[config.mk]
export PLATFORM = sky130hd
export DESIGN_NAME = dm_bridge
export DESIGN_NICKNAME = d
export VERILOG_FILES = /design/src/rtl/dm_pkg.sv /design/src/rtl/wbuf_fifo.sv /design/src/rtl/dm_bridge.sv
export SDC_FILE = /design/constraint.sdc
export NUM_CORES = 1
export LEC_CHECK = 0
export ABC_AREA = 1
export BUFFER_PORTS_ARGS = -buffer_cell sky130_fd_sc_hd__buf_2
export CAP_MARGIN = 0
export CORE_MARGIN = 5
export CORE_UTILIZATION = 59
export DETAILED_ROUTE_END_ITERATION = 12
export HOLD_SLACK_MARGIN = 0.08
export PLACE_DENSITY = 0.84
export SLEW_MARGIN = 5
export SYNTH_ARGS = -nofsm -noshare
export SYNTH_HDL_FRONTEND = slang
export SYNTH_SLANG_ARGS = --single-unit
export TNS_END_PERCENT = 1
[constraint.sdc]
create_clock -name clk -period 7 [get_ports clk]
set_clock_uncertainty 0.05 [all_clocks]
set_input_delay 0.35 -clock clk [delete_from_list [all_inputs] [get_ports clk]]
set_output_delay 0.35 -clock clk [all_outputs]
set_load 0.005 [all_outputs]
[src/rtl/dm_pkg.sv]
// dm_pkg: shared FSM state encoding and default widths for the data-memory bridge
package dm_pkg;
  typedef enum logic [2:0] {S_IDLE, S_DRAIN, S_RREQ, S_RWAIT, S_RDONE} dm_state_e;
  localparam int DM_ADDR_W   = 32;
  localparam int DM_DATA_W   = 32;
  localparam int DM_WB_DEPTH = 2;
endpackage

[src/rtl/wbuf_fifo.sv]
// wbuf_fifo: posted-store FIFO of {addr, data}
//   clk/rst (async, active-low), push/pop strobes with push_addr/push_data,
//   full/empty, more (two or more entries), head_* (oldest entry), next_* (entry behind head)
import dm_pkg::*;
module wbuf_fifo #(
  parameter int DEPTH = DM_WB_DEPTH,
  parameter int AW    = DM_ADDR_W,
  parameter int DW    = DM_DATA_W
) (
  input  logic          clk,
  input  logic          rst,
  input  logic          push,
  input  logic          pop,
  input  logic [AW-1:0] push_addr,
  input  logic [DW-1:0] push_data,
  output logic          full,
  output logic          empty,
  output logic          more,
  output logic [AW-1:0] head_addr,
  output logic [DW-1:0] head_data,
  output logic [AW-1:0] next_addr,
  output logic [DW-1:0] next_data
);
  localparam int PW = $clog2(DEPTH);
  localparam logic [PW:0] ONE = 1;
  logic [PW:0] wr_ptr, rd_ptr, count;
  logic [PW-1:0] rd_nx;
  logic [AW+DW-1:0] mem [DEPTH];
  assign count = wr_ptr - rd_ptr;
  assign full  = (wr_ptr[PW] != rd_ptr[PW]) && (wr_ptr[PW-1:0] == rd_ptr[PW-1:0]);
  assign empty = wr_ptr == rd_ptr;
  assign more  = count > ONE;
  assign rd_nx = rd_ptr[PW-1:0] + ONE[PW-1:0];
  assign {head_addr, head_data} = mem[rd_ptr[PW-1:0]];
  assign {next_addr, next_data} = mem[rd_nx];
  always_ff @(posedge clk or negedge rst)
    if (!rst) begin
      wr_ptr <= '0;
      rd_ptr <= '0;
    end else begin
      if (push) wr_ptr <= wr_ptr + ONE;
      if (pop) rd_ptr <= rd_ptr + ONE;
    end
  always_ff @(posedge clk)
    if (push) mem[wr_ptr[PW-1:0]] <= {push_addr, push_data};
endmodule

[src/rtl/dm_bridge.sv]
// dm_bridge: CPU data-memory port to handshaked SRAM/bus with posted stores and stalling loads
//   CPU side: DM_address/DM_in/DM_enable/DM_write in, DM_out/stall out
//   Memory side: mem_req/mem_we/mem_addr/mem_wdata out (registered), mem_gnt/mem_rvalid/mem_rdata in
//   clk rising edge, rst asynchronous active-low
import dm_pkg::*;
module dm_bridge #(
  parameter int ADDR_W   = DM_ADDR_W,
  parameter int DATA_W   = DM_DATA_W,
  parameter int WB_DEPTH = DM_WB_DEPTH
) (
  input  logic              clk,
  input  logic              rst,
  input  logic [ADDR_W-1:0] DM_address,
  input  logic [DATA_W-1:0] DM_in,
  input  logic              DM_enable,
  input  logic              DM_write,
  output logic [DATA_W-1:0] DM_out,
  output logic              stall,
  output logic              mem_req,
  output logic              mem_we,
  output logic [ADDR_W-1:0] mem_addr,
  output logic [DATA_W-1:0] mem_wdata,
  input  logic              mem_gnt,
  input  logic              mem_rvalid,
  input  logic [DATA_W-1:0] mem_rdata
);
  dm_state_e state;
  logic [DATA_W-1:0] rd_reg;
  logic load, store, full, empty, more, push, pop, drain_ok, go_read;
  logic [ADDR_W-1:0] head_addr, next_addr;
  logic [DATA_W-1:0] head_data, next_data;
  assign load     = DM_enable & ~DM_write;
  assign store    = DM_enable & DM_write;
  assign stall    = rst & ((load & (state != S_RDONE)) | (store & full));
  assign push     = store & ~stall;
  assign pop      = mem_req & mem_we & mem_gnt;
  assign drain_ok = (state == S_IDLE) | (state == S_DRAIN);
  // a read may start only once every posted store has been accepted by memory
  assign go_read  = drain_ok & empty & ~mem_req & ((state == S_DRAIN) | load);
  assign DM_out   = rd_reg;
  wbuf_fifo #(.DEPTH(WB_DEPTH), .AW(ADDR_W), .DW(DATA_W)) u_wbuf (
    .clk(clk), .rst(rst), .push(push), .pop(pop),
    .push_addr(DM_address), .push_data(DM_in),
    .full(full), .empty(empty), .more(more),
    .head_addr(head_addr), .head_data(head_data),
    .next_addr(next_addr), .next_data(next_data)
  );
  always_ff @(posedge clk or negedge rst)
    if (!rst) begin
      state     <= S_IDLE;
      rd_reg    <= '0;
      mem_req   <= 1'b0;
      mem_we    <= 1'b0;
      mem_addr  <= '0;
      mem_wdata <= '0;
    end else begin
      // on a write grant the entry behind the head goes out back-to-back if present
      if (mem_req && mem_gnt) begin
        mem_req <= mem_we && more;
        if (mem_we) begin
          mem_addr  <= next_addr;
          mem_wdata <= next_data;
        end
      end else if (!mem_req && drain_ok && !empty) begin
        mem_req   <= 1'b1;
        mem_we    <= 1'b1;
        mem_addr  <= head_addr;
        mem_wdata <= head_data;
      end else if (go_read) begin
        mem_req  <= 1'b1;
        mem_we   <= 1'b0;
        mem_addr <= DM_address;
      end
      unique case (state)
        S_IDLE, S_DRAIN: state <= go_read ? S_RREQ : (load ? S_DRAIN : state);
        S_RREQ:          state <= mem_gnt ? S_RWAIT : S_RREQ;
        S_RWAIT:
          if (mem_rvalid) begin
            rd_reg <= mem_rdata;
            state  <= S_RDONE;
          end
        default:         state <= S_IDLE;
      endcase
    end
endmodule

* After elaboration in Yosys (flattened, before gate mapping)
Memory sizes are Yosys's and may differ from the RTL's. Index checks and enable logic that the tools add are counted.
Operators by class: muxes and demuxes 19, bitwise gates (word level) 18, eq/ne operators 10, magnitude comparators 1, reduce and logical (&&, ||, !) cells 17, $add $sub $neg 4
Operators by type and width (number):
- $mux W32 | 7
- $and A1 B1 Y1 | 11
- $reduce_and A2 Y1 | 5
- $mux W3 | 3
- $pmux W3 S3 | 1
- $mux W1 | 8
- $eq A3 B2 Y1 const B | 2
- $ne A3 B3 Y1 const B | 2
- $logic_and A1 B1 Y1 | 5
- $add A2 B1 Y2 const B | 2
- $ne A2 B2 Y1 const B | 2
- $not A1 Y1 | 4
- $reduce_bool A2 Y1 | 2
- $eq A3 B1 Y1 const B | 1
- $logic_not A3 Y1 | 1
- $or A1 B1 Y1 | 3
- $reduce_bool A3 Y1 | 1
- $eq A2 B2 Y1 | 1
- $gt A2 B1 Y1 const B | 1
- $logic_not A1 Y1 | 2
- $reduce_or A2 Y1 | 1
- $sub A2 B2 Y2 | 1
- $add A1 B1 Y1 const B | 1
- $eq A1 B1 Y1 | 1
- $ne A1 B1 Y1 | 1
Word-level totals: register bits after elaboration 105, output and inout port bits 99, memories kept 1, RAM bits 128, input port bits 102, logic and storage cells 78
Memories:
- u_wbuf.mem | depth 2, width 64, read ports 2, clocked after Yosys merged registers in 0, wr ports 1, RTL line wbuf_fifo.sv:28 | logic [AW+DW-1:0] mem [DEPTH];

* Longest topological paths before layout
Gate-level depths: netlist (run 1).
word-level depth 9, gate-level depth with buffers 9, mapped depth without buffers 9

* Cells and area by module
From an unflattened synthesis (run 1), not the netlist that was laid out.
Unflattened totals: cell total of the unflattened synthesis 1243, area total of the unflattened synthesis 11242.0 µm²
Modules (own cells, without submodules):
- wbuf_fifo | seq. area each 3943.8 µm², cells an instance 505, area an instance 5903.2 µm², instances 1
- dm_bridge | seq. area each 2527.4 µm², cells an instance 738, area an instance 5338.9 µm², instances 1

* Least setup slack after synthesis (run 1)
OpenSTA, ideal clock, no wires.
kind flip-flop to flip-flop, start register u_wbuf.wr_ptr[0], end memory u_wbuf.mem[1][0] (netlist bit) (enable), arrival time 3.705 ns, clock period less this slack 4.242 ns, data required time 6.464 ns, library setup time 0.486 ns, buffers on the path 0, slack 2.758 ns, cell stages (with the launch flop) 8, cells stage by stage dfrtp_1 inv_1 ha_1 nand3_1 nand2_1 nand2_1 nand2_1 nor2_1
Between the ends: cells in the longest elaborated chain, start to end 9
Ends and longest elaborated chain:
- start, declared | RTL line wbuf_fifo.sv:26 | logic [PW:0] wr_ptr, rd_ptr, count;
- start signal, assigned | RTL line wbuf_fifo.sv:41 | if (push) wr_ptr <= wr_ptr + ONE;
- $eq A1 B1 Y1 | RTL line wbuf_fifo.sv:30 | assign full = (wr_ptr[PW] != rd_ptr[PW]) && (wr_ptr[PW-1:0] == rd_ptr[PW-1:0]);
- $logic_and A1 B1 Y1 | RTL line wbuf_fifo.sv:30
- $and A1 B1 Y1 | RTL line dm_bridge.sv:34 | assign stall = rst & ((load & (state != S_RDONE)) | (store & full));
- $or A1 B1 Y1 | RTL line dm_bridge.sv:34
- $and A1 B1 Y1 | RTL line dm_bridge.sv:34
- $not A1 Y1 | RTL line dm_bridge.sv:35 | assign push = store & ~stall;
- $and A1 B1 Y1 | RTL line dm_bridge.sv:35
- $mux W1 | RTL line wbuf_fifo.sv:45 | if (push) mem[wr_ptr[PW-1:0]] <= {push_addr, push_data};
- $mux W1 (implied by the code) | RTL line wbuf_fifo.sv:45
- end, declared | RTL line wbuf_fifo.sv:28
Parallel ways exist; a longest one is shown, timed or not.

* Worst setup path after layout (run 1)
start register u_wbuf.rd_ptr[0], end register mem_wdata[23]
Between the ends: cells in the longest elaborated chain, start to end 5, elaborated cells between the ends (all ways) 10, classes of those cells add/sub (1); eq/ne (1); mux (3); reduce/logical (4); memory (1)
Ends and longest elaborated chain:
- start, declared | RTL line wbuf_fifo.sv:26
- start signal, assigned | RTL line wbuf_fifo.sv:42 | if (pop) rd_ptr <= rd_ptr + ONE;
- parallel branches: the longest is 5 deep, another holds $mem_v2 Z2 W64
- end signal, assigned | RTL line dm_bridge.sv:62 | mem_wdata <= next_data;
- end signal, assigned | RTL line dm_bridge.sv:68 | mem_wdata <= head_data;
- end, declared | RTL line dm_bridge.sv:22 | output logic [DATA_W-1:0] mem_wdata,
Parallel ways; which one is timed is not known. The select of a mux whose other input is x is not followed. A chain may end at the register's enable or synchronous reset.

==> metrics, run 1 <==
status=completed; first-pass GRT wire length=about 40,000 um; core area=about 16,000 um2; Worst-Margin Slew=1160 ps; startpoint type of the worst setup path=flop; Worst-path clk slew=approximately 60 ps; Final nets=between 1,000 and 1,500; Post-CTS Setup Bufs=0; Initial Utilization=between 60% and 70%; top sig layer=met4; final hold viol count=0; WP data required=~7300 ps; met3 WL=approximately 1800 um; P_sw=2.01 mW; DRT Wirelength=around 25,000 um; Internal=approximately 3.4 mW; sequential area share after synthesis=around two thirds; final setup fails=0; Crit Path Max Fanout=66; via count=~8,100; H-tree depth=1; die area=19,100 um2; leakage power=roughly 5.9 nW; fin area=around 13,000 um2; Gate Count Post-Synth=slightly below 1,000; Post-Syn Area per Cell=just under 10 um2; initial DRC count=around 660; GP Congestion=0.814; vias in the first global route=between 7,000 and 8,000; Critical Path AT=approximately 4900 ps; placed inst area=10,800 um2; clock tree root driver cell=clkbuf_16; fmax=219 MHz; Ports=around 200; TNS Setup=0 ps; Clock Path Buffers=3; fillers=a little over 900; power per cell area=between 400 and 500 nW/um2; via density per instance=around 5.4; DP HPWL=between 10,000 and 15,000 um; sw frac=37.2%; Mapped Area=9700 um2; antenna violations before repair=1; TritonCTS Buffers=24; peak supply drop=331 uV; total clock sinks=233; pin count of the biggest net entering global routing=68; minimum clock period=about 4600 ps; Port Buf Inserts=200; drt wl/cell=about 17 um; Final Max Slew Viols=0; crit path kind=reg2reg; Max-Cap Viols=0; chip width=between 100 and 150 um; met2 WL=12,800 um; area delta synth->final=30.6%; grt ovf=0; DRT antenna net count=0; synth warn=0; FP Rows=46; worst hold-check path type=in2reg; Reg2Reg Setup Slack=around 2400 ps; Flop pwr share=37.9%; die height=138 um; Comb power frac=approximately 36%; Clk pwr share=around a quarter; final core utilization=approximately four fifths; Syn Nets=1,098; CP Capture Type=flop; Residual DRC=0; #FFs+latches synth=233; clock insertion delay at the later pin of the skew report=510 ps; CTS tree=done; routed length on met1=roughly 9600 um; setup repair after global routing missed its margin=no; Synth cell types=24; Max-slew headroom=22.7%; DR pass1 iterations=5; share of cells above drive strength 1=between 20% and 30%; total track usage=about 25%; fin crit share=between 60% and 70%
## power groups by stage
stage	clock [mW]	combinational, mW	sequential [mW]
after CTS	1.43	1.91	2.03
after detailed placement	0	1.85	2.05
after global placement	0	1.77	2.04
after global routing	1.49	2.16	2.09
final	1.42	1.94	2.05
after floorplan	0	1.27	2.03
## state kept, by name (all words and copies together), names as in the netlist
signal and cells:
u_wbuf.mem 128, mem_addr 32, mem_wdata 32, u_wbuf.rd_ptr 2
u_wbuf.wr_ptr 2, DM_out 32, mem_we 1, mem_req 1
state 3
## critical path, cell delays in order (launching register included)
cell	delay [ps]
dfrtp_2	1100
ha_1	310
nand3_2	660
nand2_2	880
nand2_2	810
nor2_1	400
a21oi_1	90
## layer usage
metal | GRT usage (%) | vias up
met5 | 0 | -
met1 | 31.6 | 3817
met4 | 9.05 | 0
met3 | 4.83 | 70
li1 | - | 3809
met2 | 43.9 | 368
## per-stage QoR
step | worst slack [ps] | power (mW) | hold WS (ps) | cells
final | 2430 | 5.41 | 141 | 1504
after CTS | 2600 | 5.38 | 119 | 1503
after global routing | 2220 | 5.74 | 154 | 1504
after detailed placement | 2600 | 3.91 | 336 | 1362
after floorplan | 2760 | 3.29 | 4.41 | 995
after global placement | 2820 | 3.81 | 327 | 1362
## cell usage after synthesis (all sizes together)
library cell  count  share of area, %
nor2             40               1.6
nand2           409                16
xor2              3              0.27
edfxtp          128                40
ha                1              0.13
nand3           134               7.0
dfrtp           105                27
o21a              1             0.077
o211ai            2              0.15
xnor2             1             0.090
buf              35               1.8
inv              48               1.9
clkbuf           19              0.74
a21oi            33               1.7
o21ai            35               1.8
nor3              1             0.052
## placed cells by master (no fill, tap or decap), drive strengths merged, types with 2 or more instances in the layout
cell,n
clkbuf,31
o21ai,35
xor2,3
dlygate4sd3,97
edfxtp,128
bufinv,5
nor2,40
dfrtp,105
nand3,134
a21oi,33
inv,49
o211ai,2
buf,205
clkinv,6
nand2,409
## worst paths after layout
kind / from / endpoint / cells past startpoint
worst min-delay path: mem_rvalid / state[1] / 4
min in group asynchronous: rst / mem_wdata[7] / 2
worst max-delay path: u_wbuf.rd_ptr[0] / mem_wdata[23] / 6
worst max register to register: u_wbuf.rd_ptr[0] / mem_wdata[23] / 6
worst min register to register: mem_addr[24] / mem_addr[24] / 2
max in group asynchronous: rst / mem_addr[11] / 3
## layout make-up
class / instances / area, um2 / share of cell area (%)
Antenna cell: 1 / 2.50 / 0.0198
Clock buffer: 31 / 709 / 5.60
Clock inverter: 13 / 194 / 1.53
Inverter: 48 / 180 / 1.42
Multi-Input combinational cell: 660 / 2820 / 22.3
Sequential cell: 233 / 6470 / 51.1
Tap cell: 216 / 270 / 2.13
Timing Repair Buffer: 302 / 2010 / 15.9
## cells by family (layout without fill, tap and decap cells)
kind of cell             count (synthesis)  after routing  synth area share (%)
AO/OA/AOI/OAI                           71             71                  3.78
XOR/XNOR                                 4              4                 0.361
adder cells (fa/ha/maj)                  1              1                 0.129
buffers and inverters                  102            394                  4.41
AND/OR/NAND/NOR                        584            584                  24.6
flip-flops                             233            233                  66.7
other                                    0              1                     0
## timing repair
action                                  in CTS  in global routing
endpoints found under the setup margin       0                  0
resized for setup                            0                  0
hold endpoints to repair                   200                  0
hold buffers                                97                  0
Power figures use the tool's default switching activity.
==> run 2: changes to the inputs <==
--- a/config.mk
+++ b/config.mk
@@ -9,10 +9,10 @@
 export BUFFER_PORTS_ARGS = -buffer_cell sky130_fd_sc_hd__buf_2
 export CAP_MARGIN = 0
 export CORE_MARGIN = 5
-export CORE_UTILIZATION = 59
+export CORE_UTILIZATION = 49
 export DETAILED_ROUTE_END_ITERATION = 12
 export HOLD_SLACK_MARGIN = 0.08
-export PLACE_DENSITY = 0.84
+export PLACE_DENSITY = 0.74
 export SLEW_MARGIN = 5
 export SYNTH_ARGS = -nofsm -noshare
 export SYNTH_HDL_FRONTEND = slang
==> constraint.sdc (replaced) <==
create_clock -name clk -period 3.7 [get_ports clk]
set_clock_uncertainty 0.05 [all_clocks]
set_input_delay 0.185 -clock clk [delete_from_list [all_inputs] [get_ports clk]]
set_output_delay 0.185 -clock clk [all_outputs]
set_load 0.005 [all_outputs]
==> metrics, run 2 (synthesis results as in run 1) <==
status=completed; vias in the first global route=7,581; Max-slew headroom=26.5%; CP Capture Type=flop; Final nets=between 1,000 and 1,500; leakage power=~6 nW; Worst-path clk slew=about 60 ps; Worst-Margin Slew=around 1100 ps; DP HPWL=roughly 14,000 um; core area=a little under 20,000 um2; antenna violations before repair=1; worst hold-check path type=in2async; Internal=~6.4 mW; grt ovf=0; power per cell area=between 700 and 800 nW/um2; initial DRC count=between 600 and 700; Ports=~200; GP Congestion=roughly 0.8; Clock Path Buffers=3; FF-to-FF End=mem_addr[23]; setup repair after global routing missed its margin=no; Clk pwr share=about a quarter; DP Cell Count=1,419; fin area=12,800 um2; via count=about 7,800; sw frac=between 30% and 40%; Initial Utilization=approximately half; Flop pwr share=between 30% and 40%; FP Rows=a little over 50; placed inst area=between 10,000 and 15,000 um2; crit path kind=reg2reg; total clock sinks=233; WP data required=around 4000 ps; clock insertion delay at the later pin of the skew report=roughly 500 ps; first-pass GRT wire length=about 38,000 um; DR pass1 iterations=5; startpoint type of the worst setup path=flop; area delta synth->final=32.1%; Reg2Reg Setup Slack=around 1100 ps; clock tree root driver cell=clkbuf_16; final hold viol count=0; total track usage=between 20% and 30%; fin crit share=a little over two thirds; chip width=approximately 150 um; DRT antenna net count=0; P_sw=between 3 and 4 mW; Min Hold Slack=roughly 120 ps; Residual DRC=0; fillers=approximately 1,500; Final Max Slew Viols=0; fmax=a little under 400 MHz; Port Buf Inserts=200; Comb power frac=a little under two fifths; Design Power=approximately 10 mW; Crit Path Max Fanout=33; Post-CTS Setup Bufs=0; R2R cell count=8; commonest non-fill, non-tap cells in the layout=405 x nand2_1, 199 x buf_2, 133 x nand3_1; via density per instance=~5.0; non-filler instance count after layout=1,566; most common cell after layout, fill and taps aside=nand2_1; pin count of the biggest net entering global routing=78; worst r2r src=state[2]; peak supply drop=around 670 uV; die area=about 23,000 um2; Critical Path AT=2920 ps; crit path from=state[2]; TNS Setup=0 ps; share of cells above drive strength 1=between 20 and 25%; drt wl/cell=around 15 um; max FFs per register=between 100 and 150; H-tree depth=1; die height=151 um; minimum clock period=~2600 ps; TritonCTS Buffers=25; Max-Cap Viols=0; CTS resizes=0; final setup fails=0; CTS tree=done; DRT Wirelength=23,900 um
==> run 2: changes by cell type in the layout (fill, tap and decap cells not counted), sizes merged <==
| cell | previous run | this run |
|---|---|---|
| buf | 205 | 213 |
| clkbuf | 31 | 28 |
| clkinv | 6 | 11 |
| clkinvlp | 1 | 2 |
| dlygate4sd3 | 97 | 101 |
| inv | 49 | 47 |
==> run 2: power groups by stage <==
stage	logic (mW)	clock network, mW	registers [mW]
after floorplan	2.40	0	3.83
after global placement	3.58	0	3.78
after detailed placement	3.69	0	3.80
after CTS	3.80	2.66	3.76
after global routing	4.26	2.78	3.84
final	3.76	2.60	3.77
==> run 2: critical path: stages (launching register included) <==
cell and delay (ps):
dfrtp_1 400, inv_1 80, nand2_1 120, nor2_4 370
o21ai_2 140, nand2_2 590, inv_2 480, nand2_1 170
nand2_1 70
==> run 2: layout make-up <==
type | instances | area (um2) | area share, %
inverters | 48 | 181 | 1.42
clock buffers | 28 | 657 | 5.13
multi-input cells | 660 | 2820 | 22.0
diodes | 1 | 2.50 | 0.0195
well taps | 265 | 332 | 2.59
flip-flops and latches | 233 | 6470 | 50.5
repair buffers | 314 | 2120 | 16.6
clock inverters | 17 | 214 | 1.67
==> run 2: worst max-delay path by stage <==
stage / to / slack (ps) / cells after the start
after CTS: DM_out[28] / 1100 / 5
after global routing: DM_out[7] / 850 / 6
after floorplan: u_wbuf.mem[1][0] / 510 / 7
after detailed placement: DM_out[28] / 1150 / 5
final: mem_addr[23] / 1120 / 8
after global placement: mem_addr[30] / 1220 / 8
==> run 2: through the flow <==
| step | worst slack, ps | util [%] |
|---|---|---|
| 2_1_floorplan | 515 | - |
| 3_3_place_gp | 1220 | 56.1 |
| 3_5_place_dp | 1150 | 56.1 |
| 4_1_cts | 1100 | 65.8 |
| 5_1_grt | 848 | 65.8 |
| 6_report | 1120 | 65.8 |
==> run 2: what timing repair did <==
action | in CTS | in global routing
hold buffers | 101 | 0
hold endpoints to repair | 223 | 0
setup endpoints to repair | 0 | 0
==> run 2: per-layer routing <==
layer	global-route usage (%)	part of all wire (%)	vias up
met2	36.1	50	244
li1	-	-	3844
met5	0	0	-
met3	3.10	6.1	44
met1	27.4	42	3644
met4	6.44	2.3	0
==> run 3: changes to the inputs <==
--- a/config.mk
+++ b/config.mk
@@ -5,14 +5,14 @@
 export SDC_FILE = /design/constraint.sdc
 export NUM_CORES = 1
 export LEC_CHECK = 0
-export ABC_AREA = 1
+export ABC_AREA = 0
 export BUFFER_PORTS_ARGS = -buffer_cell sky130_fd_sc_hd__buf_2
 export CAP_MARGIN = 0
 export CORE_MARGIN = 5
-export CORE_UTILIZATION = 49
+export CORE_UTILIZATION = 55
 export DETAILED_ROUTE_END_ITERATION = 12
 export HOLD_SLACK_MARGIN = 0.08
-export PLACE_DENSITY = 0.74
+export PLACE_DENSITY = 0.79
 export SLEW_MARGIN = 5
 export SYNTH_ARGS = -nofsm -noshare
 export SYNTH_HDL_FRONTEND = slang
==> constraint.sdc (replaced) <==
create_clock -name clk -period 2.65 [get_ports clk]
set_clock_uncertainty 0.05 [all_clocks]
set_input_delay 0.1325 -clock clk [delete_from_list [all_inputs] [get_ports clk]]
set_output_delay 0.1325 -clock clk [all_outputs]
set_load 0.005 [all_outputs]
==> metrics, run 3 <==
minimum clock period=2240 ps; final core utilization=about 74%; Crit Path Max Fanout=27; Post-CTS Setup Bufs=0; hold-fix buffer count after cts=102; cell with the most instances after synthesis=edfxtp_1; initial DRC count=roughly 340; Post-synth top flop=edfxtp_1; Final Max Slew Viols=0; worst hold-check path type=in2async; met1 Use GR=a little under a third; area leader, netlist=edfxtp_1; final setup fails=0; pin count of the biggest net entering global routing=70; crit path kind=reg2reg; Worst-Margin Slew=between 900 and 1000 ps; core area=17,800 um2; Clock Path Buffers=3; Post-Place Worst Slack=~460 ps; FP Rows=49; most common cell after layout, fill and taps aside=buf_2; die height=about 140 um; DR pass1 iterations=5; fin crit share=~85%; via density per instance=about 5.7; number of flops mapped to enable cells by yosys=~130; share of cells above drive strength 1=approximately two fifths; setup ws final=between 400 and 500 ps; leakage power=5.30 nW; clock tree root driver cell=clkbuf_16; TritonCTS Buffers=25; Mapped Area=9930 um2; DRT Wirelength=~25,000 um; CTS tree=done; fillers=~1,100; Port Buf Inserts=200; clock insertion delay at the later pin of the skew report=530 ps; Max-slew headroom=slightly below 40%; dominant cells by area after synthesis=edfxtp_1 39%, dfrtp_1 26%, mux2_2 11%, a211oi_1 5.7%, mux2i_1 3.2%; asr flop ratio synth=approximately 45%; met2 Track Usage GR=a little over two fifths; area delta synth->final=32.3%; commonest non-fill, non-tap cells in the layout=199 x buf_2, 128 x edfxtp_1, 104 x dfrtp_1; Gate Count Post-Synth=683; Ports=around 200; DRT antenna net count=0; max FFs per register=approximately 130; Post-Syn Area per Cell=14.5 um2; Final nets=approximately 1,100; #FFs+latches synth=233; grt ovf=0; sequential area share after synthesis=about 65%; share of the synthesized area in the top cell type=38.7%; first-pass GRT wire length=slightly below 40,000 um; drt wl/cell=20.6 um; synth cell count leaders=128 x edfxtp_1, 105 x dfrtp_1, 95 x mux2_2; chip width=144 um; Residual DRC=0; total track usage=between 20% and 30%; Critical Path AT=around 2600 ps; vias in the first global route=about 7,500; GP Congestion=between 0.7 and 0.8; Worst-path clk slew=~60 ps; CP Capture Type=flop; power per cell area=approximately 1200 nW/um2; Initial Utilization=55.6%; status=completed; synth warn=0; Synth cell types=37; peak supply drop=slightly below 900 uV; fmax=about 450 MHz; via count=between 6,000 and 7,000; most used routing layer=met2; startpoint type of the worst setup path=flop; WP data required=approximately 3000 ps; Max-Cap Viols=0; total clock sinks=233; H-tree depth=1; Syn Nets=around 790; antenna violations before repair=1; die area=around 21,000 um2; setup repair after global routing missed its margin=no; DP HPWL=~14,000 um; CTS resizes=0; met3 Resource Use GR=5.13%; final hold viol count=0
[run 3: cell count changes after synthesis, sizes merged, moves of 12 or more]
cell	previous run	this run
a211oi	0	96
mux2i	0	32
nand2	409	8
mux2	0	96
a21oi	33	3
inv	48	5
nand3	134	34
buf	35	23
nor2b	0	33
[run 3: worst paths after layout]
check                           depth (start not counted)       from                end  slack [ps]
max in group asynchronous                               3        rst   u_wbuf.rd_ptr[0]        1460
worst max-delay path                                    5    mem_req       mem_addr[27]         410
min in group clk                                        2  DM_in[22]  u_wbuf.mem[1][22]         280
worst min-delay path                                    3        rst          DM_out[3]         250
worst min register to register                          1   state[2]           state[1]         440
worst max register to register                          5    mem_req       mem_addr[27]         410
[run 3: critical path, cell delays in order, from the launching register on]
cell and delay, ps:
dfrtp_1 440, and2_2 380, nand2_1 370, o21ai_4 250, buf_12 250, mux2_2 390
[run 3: per-layer routing]
layer,vias to the layer above,wire length [um]
met5,-,0
met4,0,606
met3,49,1690
met2,256,13500
met1,3463,9630
li1,3199,-
[run 3: final cells by class]
| type | instances | area (um2) | share of cell area, % |
|---|---|---|---|
| clock inverter | 10 | 115 | 0.876 |
| multi-input combinational | 394 | 3210 | 24.4 |
| sequential | 233 | 6470 | 49.3 |
| timing repair buffer | 325 | 2310 | 17.6 |
| clock buffer | 36 | 718 | 5.47 |
| tap | 229 | 287 | 2.18 |
| inverter | 5 | 18.8 | 0.143 |
| antenna | 1 | 2.50 | 0.0190 |
[run 3: cells by family after synthesis]
| kind of cell | synth area share (%) |
|---|---|
| simple gates | 5.87 |
| mux | 14.1 |
| fa+ha+maj | 0.126 |
| xor+xnor | 0.933 |
| buf+inv | 2.76 |
| compound gates | 11.0 |
| flops | 65.2 |
[run 3: per-stage QoR]
| step | area [um2] | cells | power [mW] | TNS (ps) | hold slack [ps] |
|---|---|---|---|---|---|
| finish | 13100 | 1233 | 15.7 | 0 | 248 |
| global route | 13100 | 1233 | 16.6 | 0 | 263 |
| CTS | 13100 | 1232 | 15.7 | 0 | 256 |
| detailed placement | 11300 | 1084 | 12.0 | 0 | 259 |
| global placement | 11300 | 1084 | 11.8 | 0 | 249 |
| floorplan | 9930 | 683 | 9.73 | -29410 | -213 |
[run 3: where the power goes]
| part | total [mW] | switching, mW | internal (mW) |
|---|---|---|---|
| Combinational | 6.59 | 3.55 | 3.03 |
| Clock | 3.48 | 1.39 | 2.09 |
| Sequential | 5.60 | 0.604 | 5.00 |
